File: src/rtl/chiplet_types_pkg.sv
// -----------------------------------------------------------------------------
// chiplet_types_pkg
// Shared types for the chiplet switch datapath.
//   flit_t   : one link flit (FLIT_W bits)
//   vc_id_t  : virtual-channel index at the default VC count
//   vc_width : index width for a given VC count, never less than one bit
// -----------------------------------------------------------------------------
package chiplet_types_pkg;

    localparam int FLIT_W = 32;
    typedef logic [FLIT_W-1:0] flit_t;

    // Default VC index width, matching the default of two virtual channels.
    localparam int VC_W = 1;
    typedef logic [VC_W-1:0] vc_id_t;

    // A single VC still needs a one-bit index port.
    function automatic int vc_width(input int n);
        return (n > 1) ? $clog2(n) : 1;
    endfunction

endpackage

File: src/rtl/vc_fifo.sv
// -----------------------------------------------------------------------------
// vc_fifo
// One virtual-channel FIFO of DEPTH flits. It keeps the flit storage,
// modulo-DEPTH pointers, an occupancy count, a count of resident packet tails,
// the store-and-forward drain flag and the registered "slot free" indication.
//   CLK, nRST   : clock, asynchronous active-low reset
//   i_push      : write i_flit/i_last at the tail (already qualified, never full)
//   i_pop       : advance the head (already qualified, never empty/ineligible)
//   o_full      : count == DEPTH
//   o_valid     : head is eligible for allocation
//   o_flit      : head flit, holds its last value when the FIFO empties
//   o_last      : head flit is a packet tail
//   o_avail     : registered (next count < DEPTH)
//   o_oversize  : one-cycle pulse when a store-and-forward packet fills the FIFO
// -----------------------------------------------------------------------------
module vc_fifo
    import chiplet_types_pkg::*;
#(
    parameter int DEPTH       = 4,
    parameter bit CUT_THROUGH = 1'b1
) (
    input  logic  CLK,
    input  logic  nRST,
    input  logic  i_push,
    input  flit_t i_flit,
    input  logic  i_last,
    input  logic  i_pop,
    output logic  o_full,
    output logic  o_valid,
    output flit_t o_flit,
    output logic  o_last,
    output logic  o_avail,
    output logic  o_oversize
);

    localparam int PTR_W = $clog2(DEPTH);
    localparam int CNT_W = $clog2(DEPTH + 1);
    localparam logic [PTR_W-1:0] PTR_MAX  = PTR_W'(DEPTH - 1);
    localparam logic [CNT_W-1:0] CNT_FULL = CNT_W'(DEPTH);

    flit_t            r_mem      [DEPTH];
    logic             r_last_mem [DEPTH];

    logic [PTR_W-1:0] r_wr_ptr, w_wr_ptr_next;
    logic [PTR_W-1:0] r_rd_ptr, w_rd_ptr_next;
    logic [CNT_W-1:0] r_count,  w_count_next;
    logic [CNT_W-1:0] r_tails,  w_tails_next;
    logic             r_drain,  w_drain_next;
    flit_t            r_head_flit, w_head_flit_next;
    logic             r_head_last, w_head_last_next;
    logic             r_avail;
    logic             w_oversize;
    logic             w_head_is_new;

    // Pointers wrap at DEPTH-1, so DEPTH need not be a power of two.
    function automatic logic [PTR_W-1:0] ptr_inc(input logic [PTR_W-1:0] p);
        return (p == PTR_MAX) ? '0 : p + 1'b1;
    endfunction

    // A packet that fills the FIFO without its tail can never become eligible
    // in store-and-forward mode; drain lets it through as cut-through.
    assign w_oversize = !CUT_THROUGH && (r_count == CNT_FULL) &&
                        (r_tails == '0) && !r_drain;

    // The flit being pushed becomes the head when nothing else remains.
    assign w_head_is_new = (r_count == '0) || ((r_count == CNT_W'(1)) && i_pop);

    always_comb begin
        w_wr_ptr_next    = i_push ? ptr_inc(r_wr_ptr) : r_wr_ptr;
        w_rd_ptr_next    = i_pop  ? ptr_inc(r_rd_ptr) : r_rd_ptr;
        w_count_next     = r_count + CNT_W'(i_push) - CNT_W'(i_pop);
        w_tails_next     = r_tails + CNT_W'(i_push && i_last)
                                   - CNT_W'(i_pop && r_head_last);
        w_drain_next     = r_drain;
        w_head_flit_next = r_head_flit;
        w_head_last_next = r_head_last;

        if (i_pop && r_head_last) begin
            w_drain_next = 1'b0;
        end
        if (w_oversize) begin
            w_drain_next = 1'b1;
        end

        // Head is kept in a register so an emptied FIFO holds its last flit.
        if (w_count_next != '0) begin
            if (w_head_is_new) begin
                w_head_flit_next = i_flit;
                w_head_last_next = i_last;
            end else begin
                w_head_flit_next = r_mem[w_rd_ptr_next];
                w_head_last_next = r_last_mem[w_rd_ptr_next];
            end
        end
    end

    // Storage carries no reset; only the count decides what is resident.
    always_ff @(posedge CLK) begin
        if (i_push) begin
            r_mem[r_wr_ptr]      <= i_flit;
            r_last_mem[r_wr_ptr] <= i_last;
        end
    end

    always_ff @(posedge CLK or negedge nRST) begin
        if (!nRST) begin
            r_wr_ptr    <= '0;
            r_rd_ptr    <= '0;
            r_count     <= '0;
            r_tails     <= '0;
            r_drain     <= 1'b0;
            r_head_flit <= '0;
            r_head_last <= 1'b0;
            r_avail     <= 1'b1;
        end else begin
            r_wr_ptr    <= w_wr_ptr_next;
            r_rd_ptr    <= w_rd_ptr_next;
            r_count     <= w_count_next;
            r_tails     <= w_tails_next;
            r_drain     <= w_drain_next;
            r_head_flit <= w_head_flit_next;
            r_head_last <= w_head_last_next;
            r_avail     <= (w_count_next < CNT_FULL);
        end
    end

    assign o_full     = (r_count == CNT_FULL);
    assign o_valid    = (r_count != '0) && (CUT_THROUGH || (r_tails != '0) || r_drain);
    assign o_flit     = r_head_flit;
    assign o_last     = r_head_last;
    assign o_avail    = r_avail;
    assign o_oversize = w_oversize;

endmodule

File: src/rtl/vc_input_buffer.sv
// -----------------------------------------------------------------------------
// vc_input_buffer
// Per-link input stage: steers incoming flits into NUM_VCS per-VC FIFOs,
// returns one credit per dequeued flit and raises sticky error flags.
//   CLK, nRST        : clock, asynchronous active-low reset
//   in_flit/in_last  : incoming flit and its tail marker
//   data_ready_in    : incoming flit valid
//   in_vc            : target virtual channel
//   buffer_available : per-VC registered "slot free"
//   credit_granted   : per-VC one-cycle pulse, the cycle after a pop
//   out_flit/out_last/out_valid : per-VC head flit, tail marker, eligibility
//   out_pop          : per-VC dequeue request
//   overflow_err     : sticky, push to a full VC or to a nonexistent VC
//   underflow_err    : sticky, pop of an ineligible VC
//   oversize_err     : sticky, store-and-forward packet larger than DEPTH
// -----------------------------------------------------------------------------
module vc_input_buffer
    import chiplet_types_pkg::*;
#(
    parameter int NUM_VCS     = 2,
    parameter int DEPTH       = 4,
    parameter bit CUT_THROUGH = 1'b1
) (
    input  logic                          CLK,
    input  logic                          nRST,
    input  flit_t                         in_flit,
    input  logic                          data_ready_in,
    input  logic [vc_width(NUM_VCS)-1:0]  in_vc,
    input  logic                          in_last,
    output logic [NUM_VCS-1:0]            buffer_available,
    output logic [NUM_VCS-1:0]            credit_granted,
    output flit_t [NUM_VCS-1:0]           out_flit,
    output logic [NUM_VCS-1:0]            out_last,
    output logic [NUM_VCS-1:0]            out_valid,
    input  logic [NUM_VCS-1:0]            out_pop,
    output logic                          overflow_err,
    output logic                          underflow_err,
    output logic                          oversize_err
);

    localparam int IN_VC_W = vc_width(NUM_VCS);

    logic [NUM_VCS-1:0] w_push;
    logic [NUM_VCS-1:0] w_pop;
    logic [NUM_VCS-1:0] w_full;
    logic [NUM_VCS-1:0] w_oversize;
    logic               w_drop;
    logic               w_bad_pop;

    logic [NUM_VCS-1:0] r_credit;
    logic               r_overflow;
    logic               r_underflow;
    logic               r_oversize;

    for (genvar gi = 0; gi < NUM_VCS; gi++) begin : g_vc
        // A full VC refuses the push even if it pops this same cycle.
        assign w_push[gi] = data_ready_in && (in_vc == IN_VC_W'(gi)) && !w_full[gi];
        assign w_pop[gi]  = out_pop[gi] && out_valid[gi];

        vc_fifo #(
            .DEPTH       (DEPTH),
            .CUT_THROUGH (CUT_THROUGH)
        ) u_fifo (
            .CLK        (CLK),
            .nRST       (nRST),
            .i_push     (w_push[gi]),
            .i_flit     (in_flit),
            .i_last     (in_last),
            .i_pop      (w_pop[gi]),
            .o_full     (w_full[gi]),
            .o_valid    (out_valid[gi]),
            .o_flit     (out_flit[gi]),
            .o_last     (out_last[gi]),
            .o_avail    (buffer_available[gi]),
            .o_oversize (w_oversize[gi])
        );
    end

    // Any valid flit that no VC accepted was either full or out of range.
    assign w_drop    = data_ready_in && (w_push == '0);
    assign w_bad_pop = |(out_pop & ~out_valid);

    always_ff @(posedge CLK or negedge nRST) begin
        if (!nRST) begin
            r_credit    <= '0;
            r_overflow  <= 1'b0;
            r_underflow <= 1'b0;
            r_oversize  <= 1'b0;
        end else begin
            r_credit    <= w_pop;
            r_overflow  <= r_overflow  | w_drop;
            r_underflow <= r_underflow | w_bad_pop;
            r_oversize  <= r_oversize  | (|w_oversize);
        end
    end

    assign credit_granted = r_credit;
    assign overflow_err   = r_overflow;
    assign underflow_err  = r_underflow;
    assign oversize_err   = r_oversize;

endmodule

File: config.mk
export PLATFORM = sky130hd
export DESIGN_NAME = vc_input_buffer
export DESIGN_NICKNAME = d
export VERILOG_FILES = /design/src/rtl/chiplet_types_pkg.sv /design/src/rtl/vc_fifo.sv /design/src/rtl/vc_input_buffer.sv
export SDC_FILE = /design/constraint.sdc
export NUM_CORES = 1
export LEC_CHECK = 0
export ABC_AREA = 1
export CAP_MARGIN = 20
export CORE_MARGIN = 4
export CORE_UTILIZATION = 59
export CTS_CLUSTER_SIZE = 16
export DETAILED_ROUTE_END_ITERATION = 16
export GPL_TIMING_DRIVEN = 1
export MAX_ROUTING_LAYER = met4
export PLACE_DENSITY_LB_ADDON = 0.12
export REMOVE_ABC_BUFFERS = 1
export SYNTH_ARGS = -nofsm -noshare
export SYNTH_HDL_FRONTEND = slang
export SYNTH_SLANG_ARGS = --single-unit
File: constraint.sdc
create_clock -name CLK -period 7.4 [get_ports CLK]
set_clock_uncertainty 0.05 [all_clocks]
set_input_delay 0.74 -clock CLK [delete_from_list [all_inputs] [get_ports CLK]]
set_output_delay 0.74 -clock CLK [all_outputs]
set_load 0.02 [all_outputs]
==> results.toml <==
[clocking]
postCtsHoldBufs = 0
cts-resized-gates = 0
cts_max_level = 2
cts_tree = "yes"
cts.clk_slew.worst_paths_ns = 0.06
cts_buffer_depth = 3
cts_made_buffers = 38
root_buffer = "clkbuf_16"
cts.sinks = 350
worstSkewPairLatency_ns = 0.52
post-cts-setup-buffers = 0

[logic_synthesis]
seq_area_frac_synth_pct = 63.6
yosys.area.top_type = "edfxtp_1"
netlist_instances = 1613
ys_ff_latch = 350
yosysUniqueCellTypes = 31
syn_avg_cell_area_um2 = 9.83
synth_area_um2 = 15900
ys.warnings.count = 0
synth.area.top_cells = "edfxtp_1 (50%), dfrtp_1 (13%), nand3_1 (13%)"
synth_top_area_share_pct = 50.0

[critical_path]
r2r_slack_ns = 3.87
timing.rr.end = "g_vc[0].u_fifo.o_flit[28]$_DFFE_PN0P_"
endpoint_kind = "flop"
critPathLaunch = "data_ready_in"
r2r-start = "g_vc[0].u_fifo.r_count[1]$_DFF_PN0_"
critPathMaxFanout = 34
path_cells = "clkdlybuf4s50_1 -> inv_1 -> nor2_1 -> o21a_1 -> xor2_1 -> ha_1 -> inv_1 -> fa_1 -> xnor2_2 -> nand2_2 -> inv_1 -> buf_16 -> nand2_1 -> nand2_1"
worst-path-buf-inv = 5
crit_type = "in -> reg"
max_stage_delay_ns = 0.50
cp-start-kind = "primary input"
cp_slowest_cell = "clkdlybuf4s50_1"
worstRegToRegCells = 14
cpLargestDelayFamily = "buffers and inverters"
crit_top_cell = "inv_1"
cp.arrival_ns = 4.09
cp.required_ns = 7.80

[grt]
grt_pass1_vias = 11227
grt_usage_pct = 26.2
grt_pass1_wl_um = 58700
grt_max_degree = 68
overflow = 0
antenna_found_initial = 0

[sta]
fmax_mhz = 271
worstMarginPinSlew_ns = 1.04
final.period_utilization_pct = 49.8
rsz0062_at_grt = "false"
hold_viol_final = 0
fin_setup_tns_ns = 0
drv_slew = 0
slew_headroom_pct = 30.3
fin_crit_ns = 3.69
setup_viol = 0

[route]
wirelength_um = 37100
met2_length_um = 17900
wl_met1_um = 15700
first_pass_iters = 5
drc = 0
top_layer = "met4"
antenna_left = 0
drtIter0Drc = 1044
via_count = 11136
wl_per_cell_um = 18.0
wl_met3_um = 2640
vias_per_cell = 5.41

[pwr]
finalPower_mw = 8.45
powerDensity_nw_per_um2 = 458
ir_drop_v = 0.000294
p_leak_nw = 8.27

[floorplanning]
dieArea_um2 = 29600
die_y_um = 172
row_count = 59
start_util_pct = 60.3
core-area_um2 = 26300
ios = 114
die_width_um = 172

[layout]
n_antenna_cell = 0
syn_to_final_growth_pct = 16.3
drive_gt1_share_pct = 7.95
layout.nets = 1747

[run_status]
outcome = "complete, no violations"

[hold_path]
hold_path.class = "in -> async"

[place]
dpl.hpwl_um = 20500
gp_congestion = 0.808
port_buffers = 112

[flow_run]
max_cap_viol_count = 0
==> report_power, final <==
part | switching [mW] | total [mW] | internal, mW | leakage (nW)
registers | 0.176 | 2.74 | 2.56 | 3.41
logic | 2.52 | 3.79 | 1.28 | 4.23
clock network | 0.738 | 1.92 | 1.18 | 0.622
total | 3.43 | 8.45 | 5.01 | 8.27
==> cells in the final DEF, fill, tap and decap left out, types with 22 or more instances in the layout <==
cell type        count
clkbuf_16           41
clkdlybuf4s50_1    111
clkinv_1            25
dfrtp_1             84
edfxtp_1           264
inv_1              323
inv_2               22
nand2_1            279
nand3_1            402
o21ai_0             56
==> worst reg2reg max path, stage by stage, from the launching register on <==
cell and delay [ns]:
dfrtp_1 0.45, nor2_2 0.25, nand2_2 0.15, nand2_4 0.14
inv_2 0.07, xor2_1 0.17, ha_1 0.16, inv_1 0.05
fa_1 0.45, xnor2_2 0.27, nand2_2 0.45, inv_1 0.41
buf_16 0.21, nand2_1 0.10, nand2_1 0.06
==> registers in the layout, indices dropped and copies added (netlist names) <==
name and flops:
g_vc.u_fifo.r_count 6, underflow_err 1, credit_granted 2, g_vc.u_fifo.r_mem 256, g_vc.u_fifo.o_avail 2, g_vc.u_fifo.o_last 2, g_vc.u_fifo.r_last_mem 8, g_vc.u_fifo.o_flit 64
g_vc.u_fifo.r_wr_ptr 4, g_vc.u_fifo.r_rd_ptr 4, overflow_err 1
==> final cells by class <==
| class | count | area [um2] |
|---|---|---|
| Clock buffer | 54 | 1100 |
| Clock inverter | 16 | 174 |
| Fill cell | 1917 | 7840 |
| Sequential cell | 350 | 10100 |
| Timing Repair Buffer | 132 | 1310 |
| Multi-Input combinational cell | 809 | 3990 |
| Inverter | 363 | 1360 |
| Tap cell | 335 | 419 |
==> cell families after synthesis <==
group	count (synthesis)	share of synthesized area (%)
flip-flops	350	63.6
adder cells (fa/ha/maj)	14	1.20
AND/OR/NAND/NOR	713	20.5
AO/OA/AOI/OAI	76	2.65
other	1	0.0237
buffers and inverters	454	11.7
XOR/XNOR	5	0.371
==> synth_stat cells <==
cell / n
edfxtp_1: 264
nor2_1: 14
o21ai_0: 56
xnor2_2: 1
buf_4: 12
dfstp_2: 2
buf_2: 50
nand2_1: 279
o21ai_1: 9
nand3_1: 404
fa_1: 2
inv_1: 323
clkbuf_2: 1
clkbuf_1: 13
xor2_1: 3
nand2_2: 8
dfrtp_1: 84
buf_6: 5
xor2_2: 1
nand2_4: 3
a31o_2: 1
nand3b_1: 1
clkinv_1: 18
inv_2: 22
nor2_2: 2
o21a_1: 1
conb_1: 1
nand3_2: 2
o21ai_2: 9
buf_1: 10
ha_1: 12
==> routing by layer <==
| metal | track usage (%) | vias to the layer above |
|---|---|---|
| li1 | - | 5357 |
| met1 | 34.8 | 5341 |
| met2 | 43.1 | 376 |
| met3 | 3.11 | 62 |
| met4 | 7.69 | 0 |
| met5 | - | - |
==> worst max path at each step <==
stage | end | slack [ns] | cells after the start
detailed placement | g_vc[0].u_fifo.o_flit[28]$_DFFE_PN0P_ | 2.85 | 13
finish | g_vc[0].u_fifo.o_flit[28]$_DFFE_PN0P_ | 3.71 | 14
CTS | g_vc[0].u_fifo.o_flit[28]$_DFFE_PN0P_ | 3.35 | 13
floorplan | g_vc[1].u_fifo.o_flit[11]$_DFFE_PN0P_ | 3.84 | 5
global route | g_vc[0].u_fifo.o_flit[28]$_DFFE_PN0P_ | 3.56 | 14
global placement | g_vc[0].u_fifo.o_flit[27]$_DFFE_PN0P_ | 3.08 | 13
==> through the flow <==
step | setup WS (ns) | hold slack [ns] | std cells | cell area [um2] | utilization (%)
floorplan | 3.84 | 0.394 | 1522 | 15400 | -
global placement | 3.08 | 0.402 | 1987 | 17100 | 65.1
detailed placement | 2.85 | 0.409 | 1987 | 17100 | 65.1
CTS | 3.35 | 0.152 | 2057 | 18400 | 69.9
global route | 3.56 | 0.179 | 2059 | 18400 | 70.2
finish | 3.71 | 0.139 | 2059 | 18400 | 70.2
(Power assumes the default switching activity.)
==> patch 1: new RTL, same flow settings <==
The output `credit_granted` loses its register stage (`r_credit` becomes a continuous assignment).
--- a/src/rtl/vc_input_buffer.sv
+++ b/src/rtl/vc_input_buffer.sv
@@ -84,3 +84,2 @@
         if (!nRST) begin
-            r_credit    <= '0;
             r_overflow  <= 1'b0;
@@ -89,3 +88,2 @@
         end else begin
-            r_credit    <= w_pop;
             r_overflow  <= r_overflow  | w_drop;
@@ -95,2 +93,4 @@
     end
+
+    assign r_credit = w_pop;
 
Check against the original RTL: not equivalent (Yosys sat finds a counterexample within 4 cycles, from zero or initial values and one cycle with nRST low).
==> patch 1 against the original RTL <==
Critical path depth decreased by 3. Cell area decreased by 0.97%. Sequential share of layout area increased by 0.26 points. Setup slack got worse by 370 ps. Routed wire length increased by 2.9%. Non-clock buffer count increased by 2. Sequential cell count decreased by 2. Via count increased by 2.9%. Area after synthesis decreased by 0.11%. Total power decreased by 2.1%. First-iteration DRC count decreased by 1.8%.
==> patch 1: results (changes against the original RTL) <==
startpoint_type: "primary input"
port-buffer-count: 112  # unchanged
finalNetCount: 1745  # -0.11%
use_met3_pct: 3.82  # +0.71 points
synth.avg_cell_area_um2: 9.82  # -0.11%
synth_edf_count: 264  # unchanged
async_flop_share_pct: 24.1  # -0.43 points
path_clk_slew_ps: 60  # about the same
ys_top_cells_by_count: "405 x nand3_1, 325 x inv_1, 278 x nand2_1"
cp.arrival_ps: 4450  # +360 ps
yosysWarnings: 0  # unchanged
clock_path_buffers: 3  # unchanged
cts_resized: 0  # unchanged
grt_pass1_wl_um: 61100  # +4.1%
grtUsageMet2_pct: 45.5  # +2.4 points
first_pass_iters: 5  # unchanged
antenna_cells: 0  # unchanged
cts_root_buf: "clkbuf_16"
fin_cells: 2053  # -0.29%
cts_setup_buffers: 0  # unchanged
cts_buffers: 36  # -5.3%
ir_worst_vdd_mv: 0.333  # +13%
synth.area.top_cells: "edfxtp_1 50%, dfrtp_1 13%, nand3_1 13%, inv_1 7.7%, nand2_1 6.6%"
dr.first_iter.drc_count: 1025  # -1.8%
h-tree-depth: 2  # unchanged
dp_cells: 1989  # +0.10%
insertion_delay_ps: 510
cp_slowest_cell: "inv_2"
antenna_found_initial: 0  # unchanged
wl_um: 38100  # +2.9%
synth_ff_type: "edfxtp_1"
drive_gt1_share_pct: 7.39  # -0.55 points
ys_seq_area_share_pct: 63.4  # -0.25 points
hold_class: "in2async"
run_status: "finished clean"
grt_pass1_vias: 11600  # +3.7%
vias: 11500  # +2.9%
hpwl_um: 21100  # +2.7%
crit_family: "simple AND/OR/NAND/NOR gates"
p_int_w: 0.00482  # -3.9%
top_register: "g_vc.u_fifo.r_mem"
grtUsageMet1_pct: 35.4  # +0.66 points
critPathMaxStageDelay_ps: 810  # +310 ps
path_max_fanout: 34  # unchanged
grtUsageTotal_pct: 27.4  # +1.2 points
power.leakage_nw: 8.16  # -1.2%
fin_crit_sh_pct: 54.8  # +5.0 points
place_congestion: 0.800  # -1.0%
max_slew.worst_pin.slew_ps: 943  # -98.5 ps
patch 1: cell type report:
cell class,count,area (um2)
repair buffers,134,1350
flip-flops and latches,348,10000
multi-input cells,809,3990
well taps,335,419
clock buffers,56,1050
clock inverters,8,61.3
fillers,1916,7950
inverters,363,1360
patch 1: cell families (layout without fill, tap and decap cells):
logic type / after synthesis / in the layout / share of synthesized area, %
simple gates: 713 / 713 / 20.5
buf+inv: 456 / 561 / 12.0
flops: 348 / 348 / 63.4
compound gates: 76 / 76 / 2.58
fa+ha+maj: 14 / 14 / 1.20
xor+xnor: 5 / 5 / 0.371
other cells: 1 / 1 / 0.0237
patch 1: worst paths after layout:
check,from,to,slack [ps],cells after the start
min reg2reg,overflow_err,overflow_err,420,1
min in group CLK,overflow_err,overflow_err,420,1
max,data_ready_in,g_vc[1].u_fifo.o_flit[24],3340,11
max reg2reg,g_vc[1].u_fifo.r_count[0],g_vc[1].u_fifo.o_flit[24],3360,13
min,nRST,g_vc[0].u_fifo.o_flit[28],120,1
max in group asynchronous,nRST,g_vc[1].u_fifo.o_flit[10],6020,2
patch 1: power groups by stage:
stage	combinational (W)	clock [W]	sequential, W
after floorplan	0.00213	0	0.00297
after global placement	0.00360	0	0.00278
after detailed placement	0.00378	0	0.00278
after CTS	0.00379	0.00174	0.00275
after global routing	0.00423	0.00182	0.00279
final	0.00379	0.00172	0.00275
patch 1: routing by layer:
layer	routed length (um)	up-vias
met3	3070	73
met4	900	0
met5	0	-
met2	18600	524
met1	15500	5515
li1	-	5348
patch 1: metrics by stage:
stage	setup slack (ps)	cell area [um2]	power (W)
after floorplan	3960	15300	0.00510
after global placement	2840	17100	0.00639
after detailed placement	2850	17200	0.00656
after CTS	3370	18300	0.00828
after global routing	3120	18300	0.00883
final	3340	18300	0.00827
==> patch 2: new RTL, same flow settings <==
Without the edit above. Set the parameter `NUM_VCS` to 4 (it was 2).
--- a/src/rtl/vc_input_buffer.sv
+++ b/src/rtl/vc_input_buffer.sv
@@ -19,3 +19,3 @@
 #(
-    parameter int NUM_VCS     = 2,
+    parameter int NUM_VCS     = 4,
     parameter int DEPTH       = 4,
Interface: changed (7 resized); port bits go from 114 to 189. The function was not compared with the original's and may differ.
==> patch 2 against the original RTL <==
Final cell count rose by 99%. Setup slack worse by 880 ps. Total power rose by 91%. Sequential cell count grew 348. Cell area grew 97%. Critical path type unchanged. Routed wire length grew 120%. Maximum frequency decreased by 19%. Critical endpoint is now g_vc[3].u_fifo.o_flit[7]. Largest power group unchanged. Area after synthesis grew 99%.
==> patch 2: results (changes against the original RTL) <==
num-nonclk-inverters: 728  # +100%
drive_gt1_share_pct: 6.68  # -1.3 points
r2r_start: "g_vc[1].u_fifo.r_count[1]"
grt_start_max_net_pins: 123  # +81%
place_congestion: 0.860  # +6.4%
port-buffer-count: 187  # +67%
ys_top_cells_by_count: "806 x nand3_1, 724 x inv_1, 553 x nand2_1"
grt_pass1_vias: 22400  # +100%
cts_buffers: 72  # +89%
switching_share_pct: 41.8  # +1.2 points
antenna_found_initial: 2  # +2
nNonClkBuffers: 242  # +83%
ys_seq_area_share_pct: 63.6  # about the same
multi_input_gates: 1613  # +99%
run_status: "finished clean"
powerClk_w: 0.00356  # +85%
insertion_delay_ps: 610  # +90 ps
seqCellArea_um2: 20100  # +100%
crit_family: "buffers and inverters"
multi_input_area_share_pct: 21.7  # +0.088 points
max_slew.worst_pin.slew_ps: 1190  # +144 ps
clk_share_pct: 6.38  # -0.55 points
critPathCapture: "g_vc[3].u_fifo.o_flit[7]"
synth.area.top_cells: "edfxtp_1 50%, dfrtp_1 13%, nand3_1 13%, inv_1 8.6%, nand2_1 6.6%"
path_clk_slew_ps: 60  # about the same
final-nonclk-buf-share_pct: 6.55  # -0.54 points
cp.arrival_ps: 5050  # +960 ps
startpoint: "data_ready_in"
cts_root_buf: "clkbuf_16"
critPathMaxStageDelay_ps: 560  # +60 ps
largest_reg_flops: 512  # +100%
hold_class: "in2async"
grtUsageTotal_pct: 29.5  # +3.3 points
r2r_setup_slack_ps: 3100  # -770 ps
path_max_fanout: 33  # -2.9%
h-tree-depth: 3  # +1
dr.first_iter.drc_count: 2432  # +130%
async_flop_share_pct: 24.4  # -0.22 points
grt_pass1_wl_um: 126000  # +120%
clock-sinks: 698  # +99%
synth_edf_count: 528  # +100%
r2r_end: "g_vc[1].u_fifo.o_flit[26]"
power.leakage_nw: 16.3  # +98%
ir_worst_vdd_mv: 0.303  # +3.2%
fill_cells: 3815  # +99%
wl_per_cell_um: 20.1  # +11%
vias: 22900  # +110%
p_comb_share_pct: 45.0  # about the same
finalNetCount: 3427  # +96%
hpwl_um: 44800  # +120%
r2r_cells: 12  # -2
[patch 2: cell types whose count changed in the layout (fill, tap and decap cells not counted), moves of 12 or more]
cell,before,now
nand3_1,402,805
inv_1,323,724
nand2_1,279,553
edfxtp_1,264,528
o21ai_0,56,140
dfrtp_1,84,166
clkdlybuf4s50_1,111,186
clkbuf_16,41,77
buf_4,19,47
clkinv_1,25,5
inv_2,22,4
ha_1,12,26
clkbuf_1,10,22
[patch 2: how the worst min path moves through the flow]
| stage | endpoint | slack (ps) | cells after the start |
|---|---|---|---|
| 6_report | g_vc[0].u_fifo.o_flit[2] | 40 | 1 |
| 3_5_place_dp | g_vc[0].u_fifo.o_flit[18] | 410 | 2 |
| 4_1_cts | g_vc[0].u_fifo.r_count[1] | 290 | 1 |
| 3_3_place_gp | underflow_err | 410 | 1 |
| 5_1_grt | g_vc[0].u_fifo.o_flit[2] | 60 | 1 |
| 2_1_floorplan | credit_granted[0] | 390 | 0 |
[patch 2: kinds of logic after synthesis]
family                     after synthesis  synth area share [%]
buffers and inverters                  909                  11.8
other                                    1                0.0119
xor gates and xnor gates                10                 0.348
DFF                                    698                  63.6
and+or+nand+nor                       1422                  20.5
AOI/OAI and AO/OA                      150                  2.43
adders and majority gates               30                  1.28
[patch 2: per-layer routing]
layer	vias to the layer above	part of all wire, %	GRT usage [%]
met5	-	0	-
met4	0	3.5	12.1
met3	161	8.6	4.43
met2	1054	48	46.6
met1	11100	40	39.0
li1	10700	-	-
[patch 2: through the flow]
stage	setup WS, ps	util, %	power (W)	std cells	cell area [um2]
final	2840	68.8	0.0162	4105	36300
after global routing	2570	68.8	0.0172	4103	36300
after CTS	2520	68.5	0.0162	4094	36100
after detailed placement	1930	64.1	0.0126	3961	33800
after global placement	2250	64.1	0.0123	3961	33800
after floorplan	3140	-	0.00976	3039	30600
